## src/rtl/mult_div_unit.sv

```systemverilog
// Multi-cycle multiply/divide unit with architectural HI/LO registers.
// Iterative shift-add multiply (or single-cycle when FAST_MUL=1) and restoring
// divide on operand magnitudes. A FIX cycle then applies sign correction and
// writes HI/LO. A busy/done handshake and a flush cancel are provided.
module mult_div_unit #(
    parameter int unsigned WIDTH    = 32,
    parameter int unsigned FAST_MUL = 0
) (
    input  logic             clock,
    input  logic             reset_n,
    input  logic             start,
    input  logic [2:0]       op,
    input  logic [WIDTH-1:0] rs_data,
    input  logic [WIDTH-1:0] rt_data,
    input  logic             cancel,
    output logic             busy,
    output logic             done,
    output logic             div_zero,
    output logic [WIDTH-1:0] hi,
    output logic [WIDTH-1:0] lo
);

    localparam int unsigned CW = $clog2(WIDTH + 1);
    localparam int unsigned DW = 2 * WIDTH;

    localparam logic [2:0] OP_MULT  = 3'b000;
    localparam logic [2:0] OP_MULTU = 3'b001;
    localparam logic [2:0] OP_DIV   = 3'b010;
    localparam logic [2:0] OP_DIVU  = 3'b011;
    localparam logic [2:0] OP_MTHI  = 3'b100;
    localparam logic [2:0] OP_MTLO  = 3'b101;

    typedef enum logic [1:0] {
        S_IDLE = 2'd0,
        S_RUN  = 2'd1,
        S_FIX  = 2'd2
    } state_e;

    state_e           state_q, state_d;
    logic [CW-1:0]    cnt_q, cnt_d;
    logic             is_div_q, is_div_d;
    logic             neg_a_q, neg_a_d;     // negate product / quotient
    logic             neg_r_q, neg_r_d;     // negate remainder
    logic [WIDTH-1:0] rs_q, rs_d;           // raw dividend for divide-by-zero
    logic [WIDTH-1:0] opb_q, opb_d;         // multiplicand or divisor magnitude
    logic [WIDTH-1:0] wh_q, wh_d;           // partial product high / remainder
    logic [WIDTH-1:0] wl_q, wl_d;           // multiplier shift / quotient
    logic [WIDTH-1:0] hi_q, hi_d;
    logic [WIDTH-1:0] lo_q, lo_d;
    logic             busy_q, busy_d;
    logic             done_q, done_d;
    logic             div_zero_q, div_zero_d;

    logic             op_valid, accept, op_signed, rs_neg, rt_neg;
    logic [WIDTH-1:0] rs_mag, rt_mag;
    logic [DW-1:0]    fast_mag, fast_prod, fix_prod;
    logic [WIDTH:0]   mul_sum, div_trial;
    logic             div_ge;
    logic [WIDTH-1:0] div_rem, quot, rem;

    // Operand decode, magnitudes and per-iteration datapath
    assign op_valid  = (op <= OP_MTLO);
    assign accept    = start && (state_q == S_IDLE) && op_valid && !cancel;
    assign op_signed = (op == OP_MULT) || (op == OP_DIV);
    assign rs_neg    = op_signed && rs_data[WIDTH-1];
    assign rt_neg    = op_signed && rt_data[WIDTH-1];
    assign rs_mag    = rs_neg ? (~rs_data + WIDTH'(1)) : rs_data;
    assign rt_mag    = rt_neg ? (~rt_data + WIDTH'(1)) : rt_data;

    assign fast_mag  = DW'(rs_mag) * DW'(rt_mag);
    assign fast_prod = (rs_neg ^ rt_neg) ? (~fast_mag + DW'(1)) : fast_mag;

    assign mul_sum   = {1'b0, wh_q} + (wl_q[0] ? {1'b0, opb_q} : {(WIDTH + 1){1'b0}});
    assign div_trial = {wh_q, wl_q[WIDTH-1]};
    assign div_ge    = (div_trial >= {1'b0, opb_q});
    assign div_rem   = div_trial[WIDTH-1:0] - opb_q;

    assign fix_prod  = neg_a_q ? (~{wh_q, wl_q} + DW'(1)) : {wh_q, wl_q};
    assign quot      = neg_a_q ? (~wl_q + WIDTH'(1)) : wl_q;
    assign rem       = neg_r_q ? (~wh_q + WIDTH'(1)) : wh_q;

    // Next-state, iteration and HI/LO write logic
    always_comb begin
        state_d    = state_q;
        cnt_d      = cnt_q;
        is_div_d   = is_div_q;
        neg_a_d    = neg_a_q;
        neg_r_d    = neg_r_q;
        rs_d       = rs_q;
        opb_d      = opb_q;
        wh_d       = wh_q;
        wl_d       = wl_q;
        hi_d       = hi_q;
        lo_d       = lo_q;
        done_d     = 1'b0;
        div_zero_d = div_zero_q;

        case (state_q)
            S_IDLE: begin
                if (accept) begin
                    div_zero_d = 1'b0;
                    case (op)
                        OP_MTHI: begin
                            hi_d   = rs_data;
                            done_d = 1'b1;
                        end
                        OP_MTLO: begin
                            lo_d   = rs_data;
                            done_d = 1'b1;
                        end
                        OP_MULT, OP_MULTU: begin
                            if (FAST_MUL != 0) begin
                                {hi_d, lo_d} = fast_prod;
                                done_d       = 1'b1;
                            end else begin
                                state_d  = S_RUN;
                                cnt_d    = '0;
                                is_div_d = 1'b0;
                                neg_a_d  = rs_neg ^ rt_neg;
                                opb_d    = rs_mag;
                                wh_d     = '0;
                                wl_d     = rt_mag;
                            end
                        end
                        OP_DIV, OP_DIVU: begin
                            state_d    = S_RUN;
                            cnt_d      = '0;
                            is_div_d   = 1'b1;
                            neg_a_d    = rs_neg ^ rt_neg;
                            neg_r_d    = rs_neg;
                            rs_d       = rs_data;
                            opb_d      = rt_mag;
                            wh_d       = '0;
                            wl_d       = rs_mag;
                            div_zero_d = (rt_data == '0);
                        end
                        default: ;
                    endcase
                end
            end
            S_RUN: begin
                if (cancel) begin
                    state_d = S_IDLE;
                    cnt_d   = '0;
                end else begin
                    if (is_div_q) begin
                        wh_d = div_ge ? div_rem : div_trial[WIDTH-1:0];
                        wl_d = {wl_q[WIDTH-2:0], div_ge};
                    end else begin
                        wh_d = mul_sum[WIDTH:1];
                        wl_d = {mul_sum[0], wl_q[WIDTH-1:1]};
                    end
                    cnt_d = cnt_q + CW'(1);
                    if (cnt_q == CW'(WIDTH - 1)) begin
                        state_d = S_FIX;
                    end
                end
            end
            S_FIX: begin
                state_d = S_IDLE;
                cnt_d   = '0;
                if (!cancel) begin
                    done_d = 1'b1;
                    if (is_div_q) begin
                        if (div_zero_q) begin
                            lo_d = '1;
                            hi_d = rs_q;
                        end else begin
                            lo_d = quot;
                            hi_d = rem;
                        end
                    end else begin
                        {hi_d, lo_d} = fix_prod;
                    end
                end
            end
            default: begin
                state_d = S_IDLE;
                cnt_d   = '0;
            end
        endcase

        busy_d = (state_d != S_IDLE);
    end

    // State and datapath registers
    always_ff @(posedge clock or negedge reset_n) begin
        if (!reset_n) begin
            state_q    <= S_IDLE;
            cnt_q      <= '0;
            is_div_q   <= 1'b0;
            neg_a_q    <= 1'b0;
            neg_r_q    <= 1'b0;
            rs_q       <= '0;
            opb_q      <= '0;
            wh_q       <= '0;
            wl_q       <= '0;
            hi_q       <= '0;
            lo_q       <= '0;
            busy_q     <= 1'b0;
            done_q     <= 1'b0;
            div_zero_q <= 1'b0;
        end else begin
            state_q    <= state_d;
            cnt_q      <= cnt_d;
            is_div_q   <= is_div_d;
            neg_a_q    <= neg_a_d;
            neg_r_q    <= neg_r_d;
            rs_q       <= rs_d;
            opb_q      <= opb_d;
            wh_q       <= wh_d;
            wl_q       <= wl_d;
            hi_q       <= hi_d;
            lo_q       <= lo_d;
            busy_q     <= busy_d;
            done_q     <= done_d;
            div_zero_q <= div_zero_d;
        end
    end

    assign busy     = busy_q;
    assign done     = done_q;
    assign div_zero = div_zero_q;
    assign hi       = hi_q;
    assign lo       = lo_q;

endmodule

```

## config.mk

```make
export PLATFORM = sky130hd
export DESIGN_NAME = mult_div_unit
export DESIGN_NICKNAME = d
export VERILOG_FILES = /design/src/rtl/mult_div_unit.sv
export SDC_FILE = /design/constraint.sdc
export NUM_CORES = 1
export LEC_CHECK = 0
export BUFFER_PORTS_ARGS = -buffer_cell sky130_fd_sc_hd__buf_2
export CELL_PAD_IN_SITES_DETAIL_PLACEMENT = 0
export CELL_PAD_IN_SITES_GLOBAL_PLACEMENT = 2
export CORE_MARGIN = 3
export CORE_UTILIZATION = 37
export CTS_BUF_LIST = sky130_fd_sc_hd__clkbuf_2 sky130_fd_sc_hd__clkbuf_4 sky130_fd_sc_hd__clkbuf_8
export DETAILED_ROUTE_END_ITERATION = 6
export PLACE_DENSITY_LB_ADDON = 0.12
export SLEW_MARGIN = 20
export SYNTH_ARGS = -nofsm -noshare
export SYNTH_HDL_FRONTEND = slang
export SYNTH_SLANG_ARGS = --single-unit
export TNS_END_PERCENT = 30
```

## constraint.sdc

```tcl
create_clock -name clock -period 4.02 [get_ports clock]
set_clock_uncertainty 0.05 [all_clocks]
set_input_delay 0.201 -clock clock [delete_from_list [all_inputs] [get_ports clock]]
set_output_delay 0.201 -clock clock [all_outputs]
set_load 0.02 [all_outputs]
```

# == After elaboration in Yosys (flattened, before gate mapping) ==
# Index checks and enable logic that the tools add are counted.
# totals
wordCells,117
in_bits,71
out_inout_bits,67
ff_bits,206
# classes
n_reduce_logical,27
addsub,8
order_cmp,2
bitwise_logic,6
eq_ne,15
mux,45
# ops
op,count
32-bit 2-to-1 mux,23
32-bit case mux with 2 select lines,6
32-bit by 1-bit adder with 32-bit output (second input constant),4
32-bit NOT,4
64-bit by 1-bit adder with 64-bit output (second input constant),1
64-bit 2-to-1 mux,1
64-bit NOT,1
32-bit by 32-bit adder with 33-bit output,1
33-bit by 32-bit >= comparator with 1-bit output,1
32-bit logical NOT,1
32-bit subtractor,1
6-bit 2-to-1 mux,3
4-bit AND reduction,4
6-bit case mux with 2 select lines,1
3-bit AND reduction,3
2-bit 2-to-1 mux,4
2-bit inequality test (second input constant),4
2-bit nonzero test,4
6-bit by 1-bit adder with 6-bit output (second input constant),1
3-bit by 2-bit == test with 1-bit output (second input constant),2
3-bit == test (second input constant),2
6-bit by 5-bit == test with 1-bit output (second input constant),1
2-bit OR reduction,3
1-bit logical AND,5
16 further kinds,22

# == Logic depth before layout (Yosys ltp) ==
# Gate-level depths: netlist of the first run.
# logic_depth
word_depth,7
mapped_depth,15
ltp_nobuf,13

# == Worst setup path after synthesis of the first run ==
# Ideal clock, no wire load.
# synth_path
path_type,reg2reg
startpoint,register wl_q[0]
endpoint,register wh_q[29]
path_buffers,3
path_stages_with_launch,16
period_less_slack_ns,3.481
setup_time_ns,0.067
t_arrival_ns,3.365
t_required_ns,3.903
setup_slack_ns,0.539
path_cell_list,dfrtp_1 > clkbuf_1 > inv_1 > clkbuf_1 > nor2_1 > ha_1 > clkbuf_1 > a21o_1 > a221oi_1 > o22ai_1 > or3_1 > o221a_2 > o31a_1 > o31a_1 > a211oi_1 > a221o_1
# synth_via
elab_chain_len,5
# synth_rtl
item,line_no,text
"start, declared",47,"logic [WIDTH-1:0] wl_q, wl_d;"
"start signal, assigned",212,wl_q <= wl_d;
32-bit 2-to-1 mux,73,"assign mul_sum = {1'b0, wh_q} + (wl_q[0] ? {1'b0, opb_q} : {(WIDTH + 1){1'b0}});"
32-bit by 32-bit adder with 33-bit output,73,
32-bit 2-to-1 mux,146,if (is_div_q) begin
32-bit 2-to-1 mux,142,if (cancel) begin
32-bit case mux with 2 select lines,98,case (state_q)
"end signal, assigned",211,wh_q <= wh_d;
"end, declared",46,"logic [WIDTH-1:0] wh_q, wh_d;"
# Every way passes these cells. The select of a mux whose other input is x is not followed.
# A chain may end at the register's enable or synchronous reset.

# == Worst setup path in the final report of the first run ==
# layout_path
startpoint,register wl_q[12]
endpoint,register hi_q[23] (netlist: hi[23])
# layout_via
elab_chain_len,6
# layout_rtl
item,line_no,text
64-bit NOT,78,"assign fix_prod = neg_a_q ? (~{wh_q, wl_q} + DW'(1)) : {wh_q, wl_q};"
64-bit by 1-bit adder with 64-bit output,78,
64-bit 2-to-1 mux,78,
32-bit 2-to-1 mux,164,if (is_div_q) begin
32-bit 2-to-1 mux,162,if (!cancel) begin
32-bit case mux with 2 select lines,98,
"end signal, assigned",213,hi_q <= hi_d;
"end, declared",48,"logic [WIDTH-1:0] hi_q, hi_d;"
# Every way passes these cells. The select of a mux whose other input is x is not followed.

==> results.txt, run 1 <==
The flow ran to the end, and the final reports show no timing, DRC or antenna violations. By startpoint and endpoint, the worst setup path is classified as reg -> reg. For the pin with the worst max-slew slack, the measured transition is 1080 ps. The floorplan step set the die height to 225 um.

The post-CTS setup buffer count came out at 0. The clock slew at the register clock pins of the worst setup and hold paths is 60 ps. Summed over all cells, the static leakage comes to 8.94 nW. The number of global-route vias before repair came to 18128.

The floorplan step defined a die boundary enclosing 50600 um^2. The CTS tree is yes. On the worst path, the slowest cell contributes a delay of 620 ps. Setup repair after global routing left no endpoint under its margin. The synthesized instance count is 2285. The violation count after the first detailed-routing iteration is 1686. The fraction of synthesis flops using an asynchronous set or reset pin is 100%. The number of failing hold endpoints at the final stage is 0. The count of flip-flops with a built-in enable after synthesis is 0.

The power density of the placed cells came out at 683 nW/um^2. The startpoint kind of the worst setup timing path is a register. The signal arrival time at the worst endpoint is 4250 ps. The ratio of final minimum period to clock period is 94.7%. The sequential fraction of the synthesis area came out at 29.1%. The clock net in this run drives a total of 206 sinks.

The overall overflow remaining after global route is 0. The most used flip-flop cell after synthesis is sky130_fd_sc_hd__dfrtp_1. Entering global routing, the biggest net connects 110 pins.

The number of nets handed over by synthesis was 2427. The count of buffering cells on the critical path with inverters included came out at 0. Buffers placed on the I/O ports in this run total 137. The first global-routing pass estimated 118000 um of wire. For this run, the total global-route usage over all layers was measured as 31.1%. The fill cell total of the finished layout came out at 4842. The initial cell density of the core is 37.7%.

The number of top-level pins came out at 138. The floorplan core area is 47000 um^2. Yosys attributes the largest share of cell area to sky130_fd_sc_hd__dfrtp_1, sky130_fd_sc_hd__o21ai_0, sky130_fd_sc_hd__a21oi_1. The placer's final routability congestion estimate is 0.938. On the critical path the largest part of the delay comes from simple AND/OR/NAND/NOR gates. From left edge to right edge, the die measures 225 um. The worst IR drop on VDD is 0.333 mV.

The maximum buffer depth of the clock tree came out at 3. The insertion delay of the later-clocked pin in the worst-skew pair came out at 630 ps. The synthesized area divided by synthesized cell count came out at 7.76 um^2.

The setup TNS after final layout is 0 ps. The number of different library cells used by synthesis comes to 78. The level count of the clock H-tree came out at 2. The number of vias per cell after detailed routing is 6.05. The number of rows in the core area is 79. The detail-routed net length per standard cell came out at 25.8 um. The top fanout value on the critical path came out at 8. The cell area after synthesis came out at 17700 um^2. Hold timing on the final database bottoms out at a slack of 39.9 ps. The number of max-capacitance violations reported came out at 0. The total clock buffers created by CTS came out at 42. Derived from the worst setup path, the maximum achievable clock frequency is 263 MHz. The number of antenna diodes in the final layout is 0.

The required time at the endpoint of the critical path is 4460 ps. The final-report max-slew violation count came out at 0. Among all cell types in the netlist, the one instantiated most often is sky130_fd_sc_hd__o21ai_0. The number of nets with antenna violations after routing is 0. The worst pin sits at a relative slew slack of 28.2%. The detailed-route via count is 18635.

The number of register bits inferred by synthesis is 206. The post-route minimum period is 3810 ps. The kind of end point of the critical path is a register.

The post-route netlist has 16.1% of its cells at a drive strength greater than 1. The cell at the slowest stage of the critical path is sky130_fd_sc_hd__or4_1. The area added between synthesis and finish came out at 16.5%.

The initial antenna violation count came out at 0. The first-pass iteration count of the detailed router came out at 5. The total detailed-routing wirelength is 79500 um. The fraction of post-synthesis cell area in the top cell type by area is 29.1%. The Yosys step of the flow raised 0 warnings. The sum of net half-perimeters after detailed placement is 60700 um. The number of remaining DRC errors is 0. The signal on the critical path passes through or4_4, or4_1, nor4_4, nand3_1, o31ai_1, o21ai_1, o221ai_1, a21oi_1, a211o_1. The clock root buffer is sky130_fd_sc_hd__clkbuf_8. At the end of the flow, the number of nets in the layout was 2583. sky130_fd_sc_hd__dfrtp_1 takes more of the synthesized area than any other cell. The worst hold path belongs to the class in -> reg. Setup violations remaining at the end of the flow were counted as 0. Counting instances in the post-synthesis netlist gives the leading cell types as sky130_fd_sc_hd__o21ai_0, sky130_fd_sc_hd__nand2_1, sky130_fd_sc_hd__nor2_1.
-- where the power goes --
group,internal [mW],switching (mW)
clock,1.67,1.11
combinational,3.02,5.08
sequential,2.64,0.571
total,7.33,6.76
-- cells by family (layout without fill, tap and decap cells) --
kind of cell             Yosys count  in the layout  share of synthesized area [%]
AND/OR/NAND/NOR                  756            756                           20.0
buffers and inverters            239            426                           6.24
XOR/XNOR                         156            156                           7.71
flip-flops                       206            206                           29.1
adder cells (fa/ha/maj)           71             71                           5.10
multiplexers                      81             81                           4.81
AO/OA/AOI/OAI                    776            776                           27.0
-- worst paths after layout --
| path | from | endpoint | slack [ps] | cells past startpoint |
|---|---|---|---|---|
| worst max-delay path | wl_q[12] | hi[23] | 210 | 9 |
| worst min-delay path | rt_data[11] | opb_q[11] | 40 | 5 |
| worst max register to register | wl_q[12] | hi[23] | 210 | 9 |
| worst min register to register | lo[4] | lo[4] | 430 | 2 |
| max in group asynchronous | reset_n | rs_q[29] | 2710 | 3 |
| min in group asynchronous | reset_n | wh_q[28] | 150 | 2 |
-- repair_timing --
action / CTS / global route
hold buffers: 41 / 0
endpoints found under the setup margin: 0 / 1
gates resized for setup: 0 / 2
hold endpoints to repair: 163 / 0
-- layer usage --
layer	GRT usage [%]	vias up	share of wire, %
met2	51.1	675	47
met5	0	-	0
li1	-	8622	-
met3	4.66	155	6.2
met1	41.6	9183	43
met4	11.2	0	3.9
-- worst reg2reg max path: cells and delay by family (launching register included) --
kind               cells  cell delay (ps)
AOI/OAI and AO/OA      5             1310
and+or+nand+nor        4             1870
DFF                    1              450
-- state kept, by name, indices dropped and copies added, names as in the netlist --
register  cells
lo           32
state_q       2
hi           32
is_div_q      1
neg_a_q       1
div_zero      1
wh_q         32
rs_q         32
done          1
opb_q        32
wl_q         32
busy          1
cnt_q         6
neg_r_q       1
-- layout make-up --
| type | instances | area [um^2] | share of cell area (%) |
|---|---|---|---|
| timing repair buffer | 284 | 1910 | 9.28 |
| clock buffer | 56 | 752 | 3.64 |
| sequential | 206 | 5160 | 25.0 |
| multi-input combinational | 1840 | 11500 | 55.8 |
| clock inverter | 19 | 278 | 1.35 |
| tap | 607 | 759 | 3.68 |
| inverter | 67 | 251 | 1.22 |
-- cells in the final DEF (no fill, tap or decap), drive strengths merged, types with 35 or more instances in the layout --
| cell type | synthesis | layout |
|---|---|---|
| a21oi | 195 | 195 |
| buf | 25 | 243 |
| inv | 66 | 66 |
| mux2i | 48 | 48 |
| ha | 69 | 69 |
| clkbuf | 144 | 56 |
| nor3 | 57 | 57 |
| dfrtp | 206 | 206 |
| xnor2 | 100 | 100 |
| nand2 | 251 | 251 |
| nor2 | 224 | 224 |
| o22ai | 37 | 37 |
| o31ai | 35 | 35 |
| dlygate4sd3 | 0 | 41 |
| xor2 | 56 | 56 |
| nand3 | 48 | 48 |
| o21ai | 260 | 260 |
-- per-stage QoR --
stage	util, %	power (mW)	setup slack, ps	instance area [um^2]	cells
2_1_floorplan	-	8.41	539	17700	2285
4_1_cts	43.9	14.0	244	20600	3079
3_3_place_gp	40.9	11.2	298	19200	2963
3_5_place_dp	40.9	11.2	298	19200	2963
6_report	44.0	14.1	211	20600	3079
5_1_grt	44.0	15.0	73.3	20600	3079
Power figures use the tool's default switching activity.
==> run 2, diff against run 1 <==
clock period = 4.35 ns   (was 4.02 ns; I/O delays follow)
==> run 2 against run 1 <==
Effect of this change: hold slack gained 5.0 ps; setup slack better by 340 ps; count of clock-buffer cells in the layout increased by 12; non-clock buffer count shrank 21; sequential share of layout area grew 0.30 points.
==> results.txt, run 2 (synthesis gave the netlist of run 1 again) <==
Run status: completed (unchanged). The cell depth of the worst flop-to-flop path is 14 (was 9). The post-route minimum period is 3800 ps (was 3810 ps). The number of remaining DRC errors came out at 0 (unchanged). The actual transition at the worst max-transition pin is 1020 ps (was 1080 ps).

The required time at the endpoint of the critical path is 4830 ps (was 4460 ps). The die footprint is 50600 um^2 (unchanged). The kind of end point of the critical path is a register (unchanged). The delay of the slowest cell on the worst path came out at 520 ps (was 620 ps). The detail-routed net length per standard cell is 26.1 um (was 25.8 um). The total detailed-routing wirelength is 79800 um (was 79500 um). The floorplan core area is 47000 um^2 (unchanged). The CTS tree is yes (unchanged). The number of top-level pins is 138 (unchanged).

The number of endpoints failing setup at the final stage came to 0 (unchanged). The area added between synthesis and finish came out at 15.1% (was 16.5%). The worst IR drop on VDD is 0.284 mV (was 0.333 mV). The final-report max-slew violation count was 0 (unchanged).

The number of max-capacitance violations reported came to 0 (unchanged). The detailed-route via count is 18436 (was 18635). The number of port buffers came out at 137 (unchanged).

The number of cells on the worst hold path is 3 (was 5). The clock slew at the register clock pins of the worst setup and hold paths is 60 ps (about the same). The type of the tightest min-delay check is in -> reg (unchanged). The total clock buffers created by CTS is 42 (unchanged).

The initial cell density of the core is 37.7% (unchanged). The number of rows in the core area came to 79 (unchanged). The violation count after the first detailed-routing iteration came to 1696 (was 1686). The commonest non-fill, non-tap cell in the layout was sky130_fd_sc_hd__o21ai_0 (unchanged).

The clock sink total is 206 (unchanged). The wire length of the first global-routing pass was 118000 um (about the same). The number of failing hold endpoints at the final stage came out at 0 (unchanged).

The overall overflow remaining after global route is 0 (unchanged). The level count of the clock H-tree came to 2 (unchanged). The post-CTS setup buffer count came to 0 (unchanged). The area of all placed cells without fillers is 20400 um^2 (was 20600 um^2). The power density of the placed cells was 619 nW/um^2 (was 683 nW/um^2). The sum of net half-perimeters after detailed placement is 61100 um (was 60700 um).

The critical path's top delay family was compound AO/OA/AOI/OAI gates (was simple AND/OR/NAND/NOR gates). The number of global-route vias before repair is 18077 (was 18128). The startpoint kind of the worst setup timing path is a register (unchanged). The setup TNS after final layout was 0 ps (unchanged). The fraction of layout instances using a drive strength above 1 was 15.4% (was 16.1%). The placer's final routability congestion estimate is 0.939 (was 0.938). The cell at the slowest stage of the critical path is sky130_fd_sc_hd__a2111oi_0 (was sky130_fd_sc_hd__or4_1). The total power of the final layout came out at 12.6 mW (was 14.1 mW). The maximum achievable frequency is 263 MHz (about the same).

The insertion delay of the later-clocked pin in the worst-skew pair came to 610 ps (was 630 ps). The number of cells on the critical path is 14 (was 9). The number of nets with antenna violations after routing is 0 (unchanged).

The top fanout value on the critical path came out at 8 (unchanged). The clock root buffer is sky130_fd_sc_hd__clkbuf_8 (unchanged). The y dimension of the die came out at 225 um (unchanged).

The die span in x was 225 um (unchanged). The count of buffering cells on the critical path with inverters included came out at 3 (was 0). The cell area reported after detailed placement was 19000 um^2 (was 19200 um^2). Setup repair after global routing missed its margin: no (unchanged). The first-pass iteration count of the detailed router is 5 (unchanged). The maximum buffer depth of the clock tree came out at 3 (unchanged). The initial antenna violation count is 1 (was 0). The net total in the final layout is 2562 (was 2583). The signal arrival time at the worst endpoint is 4280 ps (was 4250 ps). The leakage dissipation came out at 8.80 nW (was 8.94 nW). The startpoint-to-endpoint class of the critical path is reg -> reg (unchanged).

Ordered cell list for the critical path: inv_1, ha_1, inv_1, fa_1, a21o_1, a22oi_1, a211oi_1, a2111oi_0, buf_4, nor3_1, o31ai_1, mux2_2, a22oi_1, a32o_1 (was or4_4, or4_1, nor4_4, nand3_1, o31ai_1, o21ai_1, o221ai_1, a21oi_1, a211o_1). The relative max-transition margin was 31.8% (was 28.2%). The maximum number of pins on one net before global-route repair is 99 (was 110). Leading cell types in the layout, fill and taps excluded: sky130_fd_sc_hd__o21ai_0, sky130_fd_sc_hd__nand2_1, sky130_fd_sc_hd__nor2_1, sky130_fd_sc_hd__dfrtp_1, sky130_fd_sc_hd__a21oi_1 (unchanged).

The ratio of final minimum period to clock period is 87.4% (was 94.7%). The number of gates resized after CTS is 0 (unchanged). The number of vias per cell after detailed routing is 6.02 (was 6.05). The combined global-route utilization of all metal layers came to 31.1% (about the same).
run 2: area by class of cell:
type	instances	area, um^2
Fill cell	4942	26600
Multi-Input combinational cell	1840	11500
Tap cell	607	759
Clock buffer	68	867
Clock inverter	8	95.1
Timing Repair Buffer	263	1740
Sequential cell	206	5160
Inverter	67	251
Antenna cell	1	2.50
run 2: worst paths after layout:
path                              from       end  slack (ps)
min                        rt_data[26]  wl_q[26]          40
max in group asynchronous      reset_n    hi[19]        2880
max                           wl_q[31]  wh_q[26]         550
min in group asynchronous      reset_n  wh_q[27]         190
max reg2reg                   wl_q[31]  wh_q[26]         550
min reg2reg                      hi[0]     hi[0]         420
run 2: metal layers:
metal / GRT usage [%] / vias to the layer above / routed length (um)
met1: 40.4 / 9083 / 33600
met3: 4.89 / 135 / 4970
li1: - / 8579 / -
met5: 0 / - / 0
met2: 52.4 / 639 / 38000
met4: 11.8 / 0 / 3180
run 2: timing repair:
action	in CTS	in global routing
endpoints found under the setup margin	0	0
endpoints found under the hold margin	150	0
hold buffers	40	0
run 2: metrics by stage:
stage	setup WS, ps	hold WS [ps]	util (%)	instances
finish	550	44.9	43.4	3060
global route	175	35.7	43.4	3059
floorplan	869	-128	-	2285
global placement	621	250	40.5	2943
detailed placement	578	249	40.5	2943
CTS	542	2.22	43.4	3059
run 2: tightest hold or removal path, stage by stage:
cell	delay, ps
sky130_fd_sc_hd__buf_2	110
sky130_fd_sc_hd__xor2_1	170
sky130_fd_sc_hd__o221ai_1	160
run 2: report_power, final:
group | switching, mW | internal, mW | total (mW)
Sequential | 0.566 | 2.44 | 3.00
Clock | 0.968 | 1.38 | 2.35
Combinational | 4.62 | 2.66 | 7.28
Total | 6.16 | 6.47 | 12.6
